==> src/rtl/tdma_slot_scheduler.sv <==
// Member-side TDMA slot scheduler: counts slots against the cluster head's
// frame_sync and runs one packet-builder request per frame in the own slot.
module tdma_slot_scheduler #(
    parameter int SLOT_CYCLES  = 256,
    parameter int MAX_SLOTS    = 16,
    parameter int GUARD_CYCLES = 8
) (
    input  logic        clk,
    input  logic        nrst,
    input  logic        en_pkt,
    input  logic [2:0]  fPktType,
    input  logic        role,
    input  logic        low_E,
    input  logic [15:0] myTimeslot,
    input  logic        frame_sync,
    input  logic        tx_ack,
    output logic [2:0]  state,
    output logic [15:0] slot_idx,
    output logic [15:0] frame_cnt,
    output logic        tx_window,
    output logic        tx_req,
    output logic        sos_flag,
    output logic        tx_miss,
    output logic        sched_err
);

    localparam int CW = (SLOT_CYCLES > 1) ? $clog2(SLOT_CYCLES) : 1;
    localparam logic [CW-1:0] CYC_LAST = CW'(SLOT_CYCLES - 1);
    localparam logic [CW-1:0] OPEN_LIM = CW'(SLOT_CYCLES - GUARD_CYCLES);
    localparam logic [15:0]   MAX_S    = 16'(MAX_SLOTS);
    localparam logic [15:0]   SLOT_END = 16'(MAX_SLOTS - 1);

    typedef enum logic [2:0] {
        S_IDLE  = 3'd0,
        S_ARMED = 3'd1,
        S_RUN   = 3'd2,
        S_TX    = 3'd3,
        S_DONE  = 3'd4
    } state_e;

    state_e        state_q;
    logic [15:0]   slot_q;
    logic [15:0]   frame_q;
    logic [CW-1:0] cyc_q;
    logic          win_q;
    logic          req_q;
    logic          sos_q;
    logic          latch_q;
    logic          miss_q;
    logic          err_q;

    logic hb;
    logic asg;
    logic slot_ok;
    logic counting;
    logic cyc_term;
    logic wrap;
    logic win_d;
    logic win_rise;
    logic ack_hit;
    logic latch_d;

    // Decode packet strobes and the slot/window conditions of this cycle
    always_comb begin
        hb       = en_pkt && (fPktType == 3'b000);
        asg      = en_pkt && (fPktType == 3'b100);
        slot_ok  = myTimeslot < MAX_S;
        counting = (state_q == S_RUN) || (state_q == S_TX) ||
                   (state_q == S_DONE);
        cyc_term = cyc_q == CYC_LAST;
        wrap     = cyc_term && (slot_q == SLOT_END);
        win_d    = counting && (slot_q == myTimeslot) &&
                   (cyc_q < OPEN_LIM);
        win_rise = win_d && !win_q;
        ack_hit  = (state_q == S_TX) && tx_ack && req_q;
        // an acked SOS request consumes the latch; low_E keeps re-arming it
        latch_d  = (latch_q && !(ack_hit && sos_q)) || low_E;
    end

    // Scheduler FSM with slot/frame counters and registered outputs
    always_ff @(posedge clk) begin
        if (!nrst) begin
            state_q <= S_IDLE;
            slot_q  <= '0;
            frame_q <= '0;
            cyc_q   <= '0;
            win_q   <= 1'b0;
            req_q   <= 1'b0;
            sos_q   <= 1'b0;
            latch_q <= 1'b0;
            miss_q  <= 1'b0;
            err_q   <= 1'b0;
        end else begin
            miss_q <= 1'b0;
            err_q  <= 1'b0;
            if (role) begin
                state_q <= S_IDLE;
                slot_q  <= '0;
                frame_q <= '0;
                cyc_q   <= '0;
                win_q   <= 1'b0;
                req_q   <= 1'b0;
                sos_q   <= 1'b0;
                latch_q <= 1'b0;
            end else if (hb) begin
                state_q <= S_IDLE;
                win_q   <= 1'b0;
                req_q   <= 1'b0;
                sos_q   <= 1'b0;
            end else if (asg && !slot_ok) begin
                err_q   <= 1'b1;
                state_q <= S_IDLE;
                win_q   <= 1'b0;
                req_q   <= 1'b0;
                sos_q   <= 1'b0;
            end else begin
                unique case (state_q)
                    S_IDLE: begin
                        if (asg) begin
                            state_q <= S_ARMED;
                            frame_q <= '0;
                        end
                    end
                    S_ARMED: begin
                        if (frame_sync) begin
                            state_q <= S_RUN;
                            slot_q  <= '0;
                            cyc_q   <= '0;
                        end
                    end
                    S_RUN, S_TX, S_DONE: begin
                        win_q   <= win_d;
                        latch_q <= latch_d;
                        if (frame_sync || wrap) begin
                            state_q <= S_RUN;
                            slot_q  <= '0;
                            cyc_q   <= '0;
                            frame_q <= frame_q + 16'd1;
                            if (state_q == S_TX) begin
                                req_q  <= 1'b0;
                                sos_q  <= 1'b0;
                                miss_q <= !ack_hit;
                            end
                        end else begin
                            if (cyc_term) begin
                                cyc_q  <= '0;
                                slot_q <= slot_q + 16'd1;
                            end else begin
                                cyc_q <= cyc_q + CW'(1);
                            end
                            if (state_q == S_RUN && win_rise) begin
                                state_q <= S_TX;
                                req_q   <= 1'b1;
                                sos_q   <= latch_q || low_E;
                            end else if (state_q == S_TX) begin
                                if (ack_hit) begin
                                    state_q <= S_DONE;
                                    req_q   <= 1'b0;
                                    sos_q   <= 1'b0;
                                end else if (!win_d) begin
                                    state_q <= S_DONE;
                                    req_q   <= 1'b0;
                                    sos_q   <= 1'b0;
                                    miss_q  <= 1'b1;
                                end
                            end
                        end
                    end
                    default: begin
                        state_q <= S_IDLE;
                        win_q   <= 1'b0;
                        req_q   <= 1'b0;
                        sos_q   <= 1'b0;
                    end
                endcase
            end
        end
    end

    assign state     = state_q;
    assign slot_idx  = slot_q;
    assign frame_cnt = frame_q;
    assign tx_window = win_q;
    assign tx_req    = req_q;
    assign sos_flag  = sos_q;
    assign tx_miss   = miss_q;
    assign sched_err = err_q;

endmodule

==> config.mk <==
export PLATFORM = sky130hd
export DESIGN_NAME = tdma_slot_scheduler
export DESIGN_NICKNAME = d
export VERILOG_FILES = /design/src/rtl/tdma_slot_scheduler.sv
export SDC_FILE = /design/constraint.sdc
export NUM_CORES = 1
export LEC_CHECK = 0
export BUFFER_PORTS_ARGS = -buffer_cell sky130_fd_sc_hd__buf_2
export CAP_MARGIN = 15
export CORE_UTILIZATION = 40
export DETAILED_ROUTE_END_ITERATION = 16
export PLACE_DENSITY_LB_ADDON = 0.3
export SLEW_MARGIN = 10
export SYNTH_ARGS = -nofsm -noshare
export SYNTH_HDL_FRONTEND = slang
export SYNTH_SLANG_ARGS = --single-unit
==> constraint.sdc <==
create_clock -name clk -period 2.5 [get_ports clk]
set_input_delay 0.125 -clock clk [delete_from_list [all_inputs] [get_ports clk]]
set_output_delay 0.125 -clock clk [all_outputs]
set_load 0.01 [all_outputs]
==> results.cfg <==
[status]
status = finished, final reports clean

[power]
worst_vdd_ir_mv = 0.1739
power_leakage_nw = 1.344
design_power_total_mw = 1.357
power_density_mw_per_mm2 = 405.6

[final_layout]
synthToLayoutAreaGrowth_pct = 16.82
insertedDiodeCount = 0
layout_common_cells = sky130_fd_sc_hd__buf_2, sky130_fd_sc_hd__dfxtp_1, sky130_fd_sc_hd__xor2_1, sky130_fd_sc_hd__nor2_1, sky130_fd_sc_hd__a21oi_1
mostFrequentLayoutCell = sky130_fd_sc_hd__buf_2
nets = 438
final_layout_size_suffix_gt1_frac = 0.2195

[timing]
final_period_minus_worst_setup_slack_ns = 2.236
rsz_0062_raised_after_global_routing = false
final_max_slew_viol_count = 0
timing_hold_violations_final = 0
maxClockFrequency_mhz = 447.2
finalSetupViolCount = 0
worst_pin_slew_ns = 0.9933
timing.clock.skew_ns = 0.01211
timing.final.crit_share = 0.8944
worst_slew_margin_rel = 0.3378
setup_tns_ns = 0

[routing]
routed-via-count = 2767
post_drt_via_cell_ratio = 5.468
routed_wirelength_um = 7088
dr.first_iter.drc_count = 201
antenna_violating_nets_post_route = 0
post_drt_wl_per_cell_um = 14.01
drc_violations = 0
drt-pass1-iter-count = 4

[hold_path]
hold_path.class = input pin to register

[cts]
clkSinkCount = 49
cts_made_buffers = 5
clkLatencyLatePin_ns = 0.31
post_cts.resized_instances = 0
h-tree-depth = 2
clkSlewWorstSetupHoldPaths_ns = 0.10
cts_setup_buffers = 0
max-clock-path-buffers = 2
tritoncts = done
hold_buf_cts = 0
clk_root_buffer_cell = sky130_fd_sc_hd__clkbuf_8

[setup_path]
timing.critical_path.to_type = register
timing_worst_setup_path_type = register to register
worst_ep_arrival_time_ns = 2.49
path_max_fanout = 30
setup.worst_path.start_class = register
crit_required_ns = 2.75

[floorplan]
pin_count = 66
die_h_um = 86.62
rows = 30
initial_core_util = 0.4169
core-area_mm2 = 0.006869
fp.dieArea_mm2 = 0.007502
chipWidth_um = 86.62

[synthesis]
synth-compound-area-share = 0.1573
yosys.area_share.adder = 0.01311
seq_area_frac_synth = 0.3425
yosys_register_bits = 49
synth_flop_cell = sky130_fd_sc_hd__dfxtp_1
synthCells = 349
synth_cell_type_count = 44
mappedNetlistNets = 378
avgSynthCellArea_um2 = 8.206
synthMuxAreaShare = 0.006990
synth-warning-count = 0
synthArstFlopShare = 0
synthesis.area_mm2 = 0.002864
synth-edff-count = 0
dominant_combinational_cell_family_by_area_after_synthesis = simple AND/OR/NAND/NOR gates
synthXorXnorAreaFrac = 0.1101
synth_simple_gate_area_share = 0.3285

[placed_design]
gp_congestion = 0.8310
dp_hpwl_um = 5246
portBuffers = 65

[global_routing]
first_global_vias = 2480
grt_start_max_net_pins = 31
track_usage = 0.1964
grt.overflow.total = 0
first_pass_grt_wire_length_um = 11830
antenna_found_initial = 0

[job]
maxCapViolCount = 0
## power breakdown
| group | switching, mW | leakage, nW | total (mW) | internal, mW |
|---|---|---|---|---|
| Combinational | 0.0536 | 0.901 | 0.0871 | 0.0335 |
| Sequential | 0.00149 | 0.394 | 0.782 | 0.781 |
| Clock | 0.288 | 0.0481 | 0.488 | 0.199 |
## sequential cells by signal, indices dropped and copies added (netlist names)
signal / cells
frame_cnt: 16
tx_miss: 1
cyc_q: 8
state: 3
tx_window: 1
slot_idx: 16
latch_q: 1
sos_flag: 1
sched_err: 1
tx_req: 1
## layout make-up
class / instances / area, um^2
clock buffer: 5 / 68.82
clock inverter: 3 / 22.52
fill: 690 / 3523
inverter: 3 / 11.26
multi-input combinational: 278 / 1764
sequential: 49 / 980.9
tap: 96 / 120.1
timing repair buffer: 72 / 377.9
## cells by family (layout without fill, tap and decap cells)
kind of cell | Yosys count | count (layout)
buffers and inverters | 22 | 83
flip-flops | 49 | 49
AO/OA/AOI/OAI | 70 | 70
adder cells (fa/ha/maj) | 3 | 3
AND/OR/NAND/NOR | 167 | 167
XOR/XNOR | 36 | 36
multiplexers | 2 | 2
## critical path: stages (launching register included)
cell and delay, ns:
sky130_fd_sc_hd__dfxtp_1 0.43, sky130_fd_sc_hd__ha_1 0.19, sky130_fd_sc_hd__and3_1 0.22, sky130_fd_sc_hd__nand4_2 0.13
sky130_fd_sc_hd__o21bai_4 0.22, sky130_fd_sc_hd__a21oi_2 0.28, sky130_fd_sc_hd__or4_1 0.57, sky130_fd_sc_hd__a21oi_1 0.15
## through the flow
step                utilization  setup slack [ns]  hold WS [ns]  std cells  instance area [um^2]
floorplan                     -            0.5019        0.2430        349                  2864
global placement         0.4738            0.3207        0.3778        498                  3254
detailed placement       0.4738            0.2700        0.3831        498                  3254
CTS                      0.4871            0.2403       0.05236        506                  3346
global route             0.4871          0.005432       0.07767        506                  3346
finish                   0.4871            0.2639       0.05938        506                  3346
## synth_stat cells, types with 2 or more instances
| cell | n | share of area |
|---|---|---|
| sky130_fd_sc_hd__dfxtp_1 | 49 | 0.34 |
| sky130_fd_sc_hd__nor2_1 | 35 | 0.046 |
| sky130_fd_sc_hd__xor2_1 | 35 | 0.11 |
| sky130_fd_sc_hd__a21oi_1 | 27 | 0.047 |
| sky130_fd_sc_hd__nand3_1 | 25 | 0.044 |
| sky130_fd_sc_hd__nand2_1 | 21 | 0.028 |
| sky130_fd_sc_hd__o21ai_0 | 17 | 0.030 |
| sky130_fd_sc_hd__nand4_1 | 16 | 0.035 |
| sky130_fd_sc_hd__or3_1 | 13 | 0.028 |
| sky130_fd_sc_hd__and3_1 | 11 | 0.024 |
| sky130_fd_sc_hd__buf_2 | 11 | 0.019 |
| sky130_fd_sc_hd__nor4_1 | 10 | 0.022 |
| sky130_fd_sc_hd__nor3_1 | 7 | 0.012 |
| sky130_fd_sc_hd__o31ai_1 | 7 | 0.018 |
| sky130_fd_sc_hd__or4_1 | 6 | 0.016 |
| sky130_fd_sc_hd__and4_1 | 5 | 0.015 |
| sky130_fd_sc_hd__clkbuf_1 | 5 | 0.0066 |
| sky130_fd_sc_hd__a211oi_1 | 4 | 0.010 |
| sky130_fd_sc_hd__nand2b_1 | 4 | 0.0087 |
| sky130_fd_sc_hd__a31oi_1 | 3 | 0.0066 |
| sky130_fd_sc_hd__and2_1 | 3 | 0.0066 |
| sky130_fd_sc_hd__buf_6 | 3 | 0.012 |
| sky130_fd_sc_hd__ha_1 | 3 | 0.013 |
| sky130_fd_sc_hd__inv_1 | 3 | 0.0039 |
| sky130_fd_sc_hd__mux2i_1 | 2 | 0.0070 |
| sky130_fd_sc_hd__nand4_2 | 2 | 0.0087 |
| sky130_fd_sc_hd__nand4b_1 | 2 | 0.0061 |
| sky130_fd_sc_hd__nor2b_1 | 2 | 0.0044 |
| sky130_fd_sc_hd__nor3b_1 | 2 | 0.0052 |
| sky130_fd_sc_hd__nor4_4 | 2 | 0.015 |
## layer usage
layer,up-vias,global-route usage,share of wire
met2,77,0.3160,0.45
li1,1409,-,-
met3,8,0.03619,0.053
met4,0,0.04848,0.011
met1,1273,0.2716,0.49
met5,-,0,0
## path summary, 6_finish.rpt
| check | from | slack, ns | depth (start not counted) | end |
|---|---|---|---|---|
| setup reg to reg | slot_idx[0]$_SDFFE_PP0P_ | 0.26 | 7 | frame_cnt[12]$_SDFFE_PP0P_ |
| hold reg to reg | latch_q$_SDFFE_PP0P_ | 0.48 | 2 | latch_q$_SDFFE_PP0P_ |
| hold / removal | tx_ack | 0.06 | 2 | tx_miss$_SDFF_PP0_ |
| setup / recovery | slot_idx[0]$_SDFFE_PP0P_ | 0.26 | 7 | frame_cnt[12]$_SDFFE_PP0P_ |
Power figures use the tool's default switching activity.
